--- src/rtl/reorder_buffer.sv ---
// reorder_buffer: circular in-order ROB with multi-lane dispatch, completion and retire.
// Defining ROB_PERF_CNT_EN adds retired-instruction and allocation-stall counters.
module reorder_buffer #(
    parameter int ROB_ENTRIES = 32,
    parameter int DISP_WIDTH  = 2,
    parameter int RET_WIDTH   = 2,
    parameter int NUM_FUS     = 4,
    parameter int AREG_W      = 5,
    parameter int PREG_W      = 6,
    parameter int PC_W        = 32,
    parameter int IDX_W       = $clog2(ROB_ENTRIES)
) (
    input  logic                              clk,
    input  logic                              rst,
    input  logic [DISP_WIDTH-1:0]             alloc_valid,
    input  logic [DISP_WIDTH*AREG_W-1:0]      alloc_dst_areg,
    input  logic [DISP_WIDTH*PREG_W-1:0]      alloc_dst_preg,
    input  logic [DISP_WIDTH*PREG_W-1:0]      alloc_old_preg,
    input  logic [DISP_WIDTH*PC_W-1:0]        alloc_pc,
    output logic                              alloc_ready,
    output logic [DISP_WIDTH*IDX_W-1:0]       alloc_idx,
    input  logic [NUM_FUS-1:0]                cmpl_valid,
    input  logic [NUM_FUS*IDX_W-1:0]          cmpl_idx,
    input  logic [NUM_FUS-1:0]                cmpl_exc,
    output logic [RET_WIDTH-1:0]              ret_valid,
    output logic [RET_WIDTH*AREG_W-1:0]       ret_dst_areg,
    output logic [RET_WIDTH*PREG_W-1:0]       ret_dst_preg,
    output logic [RET_WIDTH*PREG_W-1:0]       ret_old_preg,
    output logic [RET_WIDTH*PC_W-1:0]         ret_pc,
    output logic                              flush_valid,
    output logic [PC_W-1:0]                   flush_pc,
`ifdef ROB_PERF_CNT_EN
    output logic [31:0]                       perf_retired,
    output logic [31:0]                       perf_full_cycles,
`endif
    output logic [$clog2(ROB_ENTRIES+1)-1:0]  rob_count
);
    localparam int PTR_W = IDX_W + 1;
    localparam int CNT_W = $clog2(ROB_ENTRIES + 1);

    typedef enum logic {RUN, FLUSH} state_t;

    state_t                 state;
    logic [PTR_W-1:0]       head, tail, count, n_alloc, n_ret;
    logic [ROB_ENTRIES-1:0] ent_valid, ent_done, ent_exc;
    logic [ROB_ENTRIES-1:0] alloc_set, ret_clr, done_set, exc_set;
    logic [AREG_W-1:0]      ent_areg [ROB_ENTRIES];
    logic [PREG_W-1:0]      ent_preg [ROB_ENTRIES];
    logic [PREG_W-1:0]      ent_old  [ROB_ENTRIES];
    logic [PC_W-1:0]        ent_pc   [ROB_ENTRIES];
    logic [DISP_WIDTH-1:0]  acc;
    logic [IDX_W-1:0]       head_idx, cmp_i;
    logic [IDX_W-1:0]       ret_idx [RET_WIDTH];
    logic                   run_a, run_r;

    assign head_idx    = head[IDX_W-1:0];
    assign count       = tail - head;
    assign rob_count   = CNT_W'(count);
    assign alloc_ready = (state == RUN) && (int'(count) <= ROB_ENTRIES - DISP_WIDTH);
    assign flush_valid = (state == RUN) && ent_valid[head_idx] && ent_done[head_idx] && ent_exc[head_idx];
    assign flush_pc    = flush_valid ? ent_pc[head_idx] : '0;

    // Only the leading run of valid lanes is accepted.
    always_comb begin
        run_a     = alloc_ready;
        n_alloc   = '0;
        alloc_set = '0;
        acc       = '0;
        alloc_idx = '0;
        for (int k = 0; k < DISP_WIDTH; k++) begin
            alloc_idx[k*IDX_W +: IDX_W] = tail[IDX_W-1:0] + IDX_W'(k);
            run_a = run_a && alloc_valid[k];
            acc[k] = run_a;
            if (run_a) alloc_set[alloc_idx[k*IDX_W +: IDX_W]] = 1'b1;
            n_alloc = n_alloc + PTR_W'(run_a);
        end
    end

    always_comb begin
        run_r        = state == RUN;
        n_ret        = '0;
        ret_clr      = '0;
        ret_valid    = '0;
        ret_dst_areg = '0;
        ret_dst_preg = '0;
        ret_old_preg = '0;
        ret_pc       = '0;
        for (int r = 0; r < RET_WIDTH; r++) begin
            ret_idx[r] = head_idx + IDX_W'(r);
            run_r = run_r && ent_valid[ret_idx[r]] && ent_done[ret_idx[r]] && !ent_exc[ret_idx[r]];
            ret_valid[r] = run_r;
            if (run_r) ret_clr[ret_idx[r]] = 1'b1;
            n_ret = n_ret + PTR_W'(run_r);
            ret_dst_areg[r*AREG_W +: AREG_W] = ent_areg[ret_idx[r]];
            ret_dst_preg[r*PREG_W +: PREG_W] = ent_preg[ret_idx[r]];
            ret_old_preg[r*PREG_W +: PREG_W] = ent_old[ret_idx[r]];
            ret_pc[r*PC_W +: PC_W]           = ent_pc[ret_idx[r]];
        end
    end

    // Ports hitting the same entry accumulate their exception bits.
    always_comb begin
        done_set = '0;
        exc_set  = '0;
        cmp_i    = '0;
        for (int c = 0; c < NUM_FUS; c++) begin
            cmp_i = cmpl_idx[c*IDX_W +: IDX_W];
            if (cmpl_valid[c] && ent_valid[cmp_i]) begin
                done_set[cmp_i] = 1'b1;
                exc_set[cmp_i]  = exc_set[cmp_i] | cmpl_exc[c];
            end
        end
    end

    always_ff @(posedge clk or negedge rst) begin
        if (!rst) begin
            state     <= RUN;
            head      <= '0;
            tail      <= '0;
            ent_valid <= '0;
            ent_done  <= '0;
            ent_exc   <= '0;
        end else if (state == FLUSH) begin
            state <= RUN;
        end else if (flush_valid) begin
            state     <= FLUSH;
            head      <= '0;
            tail      <= '0;
            ent_valid <= '0;
        end else begin
            head      <= head + n_ret;
            tail      <= tail + n_alloc;
            ent_valid <= (ent_valid & ~ret_clr) | alloc_set;
            ent_done  <= (ent_done | done_set) & ~alloc_set;
            ent_exc   <= (ent_exc | exc_set) & ~alloc_set;
        end
    end

    always_ff @(posedge clk) begin
        for (int k = 0; k < DISP_WIDTH; k++) begin
            if (acc[k]) begin
                ent_areg[alloc_idx[k*IDX_W +: IDX_W]] <= alloc_dst_areg[k*AREG_W +: AREG_W];
                ent_preg[alloc_idx[k*IDX_W +: IDX_W]] <= alloc_dst_preg[k*PREG_W +: PREG_W];
                ent_old[alloc_idx[k*IDX_W +: IDX_W]]  <= alloc_old_preg[k*PREG_W +: PREG_W];
                ent_pc[alloc_idx[k*IDX_W +: IDX_W]]   <= alloc_pc[k*PC_W +: PC_W];
            end
        end
    end

`ifdef ROB_PERF_CNT_EN
    always_ff @(posedge clk or negedge rst) begin
        if (!rst) begin
            perf_retired     <= '0;
            perf_full_cycles <= '0;
        end else begin
            perf_retired     <= perf_retired + 32'(n_ret);
            perf_full_cycles <= perf_full_cycles + 32'(state == RUN && !alloc_ready);
        end
    end
`endif
endmodule

--- config.mk ---
export PLATFORM = sky130hd
export DESIGN_NAME = reorder_buffer
export DESIGN_NICKNAME = d
export VERILOG_FILES = /design/src/rtl/reorder_buffer.sv
export SDC_FILE = /design/constraint.sdc
export NUM_CORES = 2
export LEC_CHECK = 0
export CORE_MARGIN = 10
export CORE_UTILIZATION = 67
export DETAILED_ROUTE_END_ITERATION = 8
export PLACE_DENSITY = 0.86
export SLEW_MARGIN = 20
export SYNTH_ARGS = -nofsm -noshare
export SYNTH_HDL_FRONTEND = slang
export SYNTH_SLANG_ARGS = --single-unit
export TNS_END_PERCENT = 1
--- constraint.sdc ---
create_clock -name clk -period 21.5 [get_ports clk]
set_input_delay 4.3 -clock clk [delete_from_list [all_inputs] [get_ports clk]]
set_output_delay 4.3 -clock clk [all_outputs]
set_load 0.01 [all_outputs]
# Word-level counts from Yosys, hierarchy flattened

Memories as Yosys holds them, arrays and structs flattened.
Cells that the tools add are included.

Word-level logic and storage cells: 148
Bits in writable memories: 1568
Input bits: 130
Register bits: 109
Output and inout bits: 150
Memory bits (read-only): 32
Memories: 5

Order comparisons: 17
Add/sub/neg operators: 7
Muxes and demuxes: 68
Bitwise logic cells: 20
Reduce and logical (&&, ||, !) cells: 25

Memories:

| memory          | depth | width | read ports | clocked after memory_dff | wr ports | RTL line | RTL |
|---|---|---|---|---|---|---|---|
| ent_pc          | 32    | 32    | 2          | 0                        | 2        | 50       | `logic [PC_W-1:0] ent_pc [ROB_ENTRIES];` |
| ent_old         | 32    | 6     | 2          | 0                        | 2        | 49       | `logic [PREG_W-1:0] ent_old [ROB_ENTRIES];` |
| ent_preg        | 32    | 6     | 2          | 0                        | 2        | 48       | `logic [PREG_W-1:0] ent_preg [ROB_ENTRIES];` |
| ent_areg        | 32    | 5     | 2          | 0                        | 2        | 47       | `logic [AREG_W-1:0] ent_areg [ROB_ENTRIES];` |
| (no name shown) | 32    | 1     | 1          | 0                        | 0        | 110      | `exc_set[cmp_i] = exc_set[cmp_i] \| cmpl_exc[c];` |

Operators by type and width:

| operator            | count |
|---|---|
| $mux 32             | 14 |
| $or 32x32->32       | 8 |
| $and 32x32->32      | 4 |
| $bwmux 32           | 3 |
| $bmux 1 s5          | 13 |
| $not 32->32         | 2 |
| $lt 5x6->1 const B  | 8 |
| $demux 1 s5         | 8 |
| $ge 5x1->1 const B  | 8 |
| $mux 1              | 28 |
| $logic_and 1x1->1   | 22 |
| $add 6x2->6         | 2 |
| $mux 6              | 2 |
| $add 5x1->5 const B | 2 |
| $le 6x5->1 const B  | 1 |
| $sub 6x6->6         | 1 |
| $add 1x1->2         | 2 |
| $or 1x1->1          | 4 |
| $logic_not 1->1     | 2 |
| $not 1->1           | 2 |
| $reduce_and 2->1    | 1 |

# Logic depth before layout (Yosys ltp)

Depth in word-level cells: 23
Gate-level depth with buffers: 24
Depth with buffers taken out: 17

# Least setup slack after synthesis

OpenSTA, ideal clock, no wires.

Path kind: register to output
Start point: register head[1]
End point: output port ret_old_preg[7]
Cell stages (with the launch flop): 19
Path buffers: 13
Data required time: 17.200 ns
Arrival time: 5.990 ns
Path slack: 11.210 ns
Cells stage by stage: dfrtp_1 buf_2 buf_2 clkbuf_1 buf_1 buf_1 buf_1 clkbuf_1 inv_1 ha_1 clkbuf_1 clkbuf_1 clkbuf_1 clkbuf_1 clkbuf_1 clkbuf_1 mux4_2 a22oi_1 nand4_1

Longest elaborated chain between the ends: 2

RTL lines:

| what                   | RTL line | RTL |
|---|---|---|
| start, declared        | 44       | `logic [PTR_W-1:0] head, tail, count, n_alloc, n_ret;` |
| start signal, assigned | 131      | `head <= head + n_ret;` |
| $add 5x1->5            | 89       | `ret_idx[r] = head_idx + IDX_W'(r);` |
| $mem_v2 32x6           | -        |  |
| end, declared          | 28       | `output logic [RET_WIDTH*PREG_W-1:0] ret_old_preg,` |

No other way between the ends.

# Worst setup path in the final report

Start point: register head[1]
End point: output port flush_pc[28]

Longest elaborated chain between the ends: 6
Elaborated cells on any way between the ends: 11
Classes of those cells: mux: 7; reduce/logical: 3; memory: 1

RTL lines:

| what                            | RTL line | RTL |
|---|---|---|
| $bmux 1 s5                      | 60       | `assign flush_valid = (state == RUN) && ent_valid[head_idx] && ent_done[head_idx] && ent_exc[head_idx];` |
| $mux 1 (not written as such)    | 60       |  |
| $logic_and 1x1->1 (3 in series) | 60       |  |
| $mux 32 (*)                     | 61       | `assign flush_pc = flush_valid ? ent_pc[head_idx] : '0;` |
| end, declared                   | 31       | `output logic [PC_W-1:0] flush_pc,` |

Every way passes the cells marked *; elsewhere a longest branch is shown, timed or not. The select of a mux whose other input is x is not followed.

==> results.py <==
metrics = {
    "clocking": {
        "hold_buffers": 0,
        "root_buffer": "clkbuf_16",
        "cts_buffers": 176,
        "cts_tree": "done",
        "cts_setup_buffers": 0,
        "postCtsResizedCells": 0,
        "clock_path_buffers": 3,
        "cts.sinks": 1677,
        "insertion_delay_ns": 0.84,
        "htreeDepth": 4,
        "clkSlewWorstSetupHoldPaths_ns": 0.06,
    },
    "drt": {
        "drc": 0,
        "top_layer": "met5",
        "wl_met1_um": 116000,
        "wl_per_cell_um": 43.4,
        "drt-vias-per-instance": 8.46,
        "drt-initial-drc-count": 14600,
        "ant_nets": 0,
        "finalWirelength_um": 377000,
        "dr.pass1.iters": 8,
        "met2_length_um": 160000,
        "vias": 73500,
        "met3WireLength_um": 69800,
    },
    "sta": {
        "relSlewSlack_pct": 15.6,
        "hold_viol": 0,
        "fin_setup_tns_ns": 0,
        "skew_ns": 0.0377,
        "min_period_ns": 11.74,
        "rsz0062_at_grt": "no",
        "worst_slack_ns": 9.76,
        "worstMarginPinSlew_ns": 1.27,
        "fmax_ghz": 0.0852,
        "hold_ws_ns": 0.525,
        "finalSetupViolations": 0,
        "slew_viol_final": 0,
        "min_period_over_period_pct": 54.6,
    },
    "yosys": {
        "yosys_warnings": 0,
        "synth-edff-count": 1568,
        "synth_seq_cells": 1677,
        "synth_top_area_cell": "edfxtp_1",
        "synth.distinct_cells": 99,
        "yosysSeqAreaShare_pct": 48.9,
        "synthCells": 6736,
        "syn_area_um2": 102000,
        "syn-num-nets": 6889,
        "yosysTopAreaCellShare_pct": 46.2,
        "syn_area_per_cell_um2": 15.1,
        "synthArstFlopShare_pct": 6.50,
        "synth.most_common_cell": "mux2_2",
        "synth_commonest_cells": "mux2_2, edfxtp_1, mux4_2",
        "ys.flop_type": "edfxtp_1",
        "synth.top_cells.by_area": "edfxtp_1, mux4_2, mux2_2",
    },
    "worst_setup_path": {
        "cp.depth": 10,
        "end_kind": "output pin",
        "startpoint_type": "flop",
        "path_max_fanout": 44,
        "crit_chain": "buf_4 -> buf_4 -> buf_4 -> buf_4 -> mux4_2 -> a22o_1 -> a221oi_1 -> nand3_1 -> and3_1 -> clkdlybuf4s50_1",
        "cpMostUsedCell": "buf_4",
        "path_buf_inv": 5,
        "reg2reg_depth": 14,
        "crit_family": "buffers and inverters",
        "crit_arrival_ns": 7.44,
        "crit_slowest_cell": "dfrtp_4",
        "cpPeakStageDelay_ns": 0.86,
        "critPathKind": "reg -> out",
        "crit_required_ns": 17.20,
    },
    "floorplan": {
        "rows": 143,
        "ioPinCount": 280,
        "die-area_um2": 168000,
        "die_x_um": 410,
        "die_h_um": 410,
        "coreArea_um2": 152000,
        "start_util_pct": 67.3,
    },
    "power": {
        "peakVddDrop_uv": 145,
        "leakagePower_nw": 36.7,
        "totalPowerFinal_mw": 13.1,
        "powerDensity_nw_per_um2": 118,
    },
    "global_route": {
        "antenna_found_initial": 27,
        "first_global_vias": 72200,
        "grt_max_degree": 139,
        "grt_pass1_wl_um": 532000,
        "grt-ovfl-total": 0,
        "gr-usage-all-layers_pct": 44.0,
    },
    "placement": {
        "place_congestion": 1.04,
        "hpwl_um": 211000,
        "placed_area_um2": 106000,
        "dp.cells": 8364,
        "port_buffers": 279,
        "dp_slack_ns": 10.05,
    },
    "final_layout": {
        "stdcell_count": 8693,
        "final_core_util_pct": 73.5,
        "final_nets": 6665,
        "drive_gt1_share_pct": 45.5,
        "areaGrowthSynthToFinish_pct": 9.21,
        "fin_area_um2": 111000,
        "fillers": 8985,
    },
    "run": {
        "drv_cap": 0,
    },
    "outcome": {
        "outcome": "completed",
    },
    "min_path": {
        "holdCritPathClass": "reg -> reg",
        "worstHoldPathCells": 1,
    },
}
[cells in the final DEF (no fill, tap or decap), types with 44 or more instances in the layout]
cell,n
nand2_4,59
clkbuf_16,181
o21ai_0,51
buf_4,149
and3_1,53
nor3_1,44
nand2_1,251
nor2_1,137
mux4_2,889
a22oi_1,239
a21oi_1,90
nand4_1,66
edfxtp_1,1568
clkdlybuf4s50_1,255
dfrtp_1,107
nand3_1,103
clkinv_1,44
mux2_2,1601
a221oi_1,60
[area by class of cell]
type,count,area (µm²),share of cell area (%)
flip-flops and latches,1677,49800,44.8
multi-input cells,4176,49300,44.3
clock buffers,223,4700,4.22
repair buffers,434,3890,3.50
well taps,2030,2540,2.28
clock inverters,87,792,0.711
inverters,47,181,0.163
diodes,19,47.5,0.0427
[worst register-to-register path, cell delays in order (launching register included)]
cell      delay (ns)
dfrtp_1         0.99
inv_1           0.51
ha_1            0.49
o21ai_0         0.12
a21boi_0        0.27
o21ai_0         0.15
a21o_1          0.21
a221oi_1        0.36
and3_1          0.57
and2_1          0.80
nand2_4         0.68
nand2_4         0.55
buf_4           0.95
and2_1          0.52
nor3_1          0.08
[routing by layer]
layer,track usage (%),vias to the layer above
met1,55.3,36300
met4,28.3,36
met3,19.8,2041
met2,61.9,7950
li1,-,27100
met5,0,-
[cells by family (layout without fill, tap and decap cells)]
group | Yosys count | after routing | share of synthesized area, %
xor+xnor | 26 | 26 | 0.223
other cells | 0 | 19 | 0
mux | 2521 | 2521 | 37.6
buf+inv | 883 | 791 | 3.35
compound gates | 702 | 702 | 5.22
fa+ha+maj | 23 | 23 | 0.304
simple gates | 904 | 904 | 4.39
flops | 1677 | 1677 | 48.9
[power by group]
part           internal (mW)  switching [mW]
clock                   1.68            1.33
combinational           2.63            3.22
sequential              3.93           0.305
[final timing paths]
path,slack (ns),from,to
setup / recovery,9.76,head[1],flush_pc[28]
hold / removal,0.52,ent_done[16],ent_done[16]
setup reg to reg,14.13,head[2],ent_exc[15]
hold reg to reg,0.52,ent_done[16],ent_done[16]
max in group asynchronous,16.64,rst,ent_valid[22]
min in group asynchronous,3.45,rst,ent_exc[1]
[state kept, by name (all words and copies together), names as in the netlist]
name and count:
ent_areg 160, ent_old 192, ent_exc 32, state 1, ent_valid 32, ent_done 32, tail 6, ent_preg 192
head 6, ent_pc 1024
Note: power is estimated with default switching activity, not from simulation.
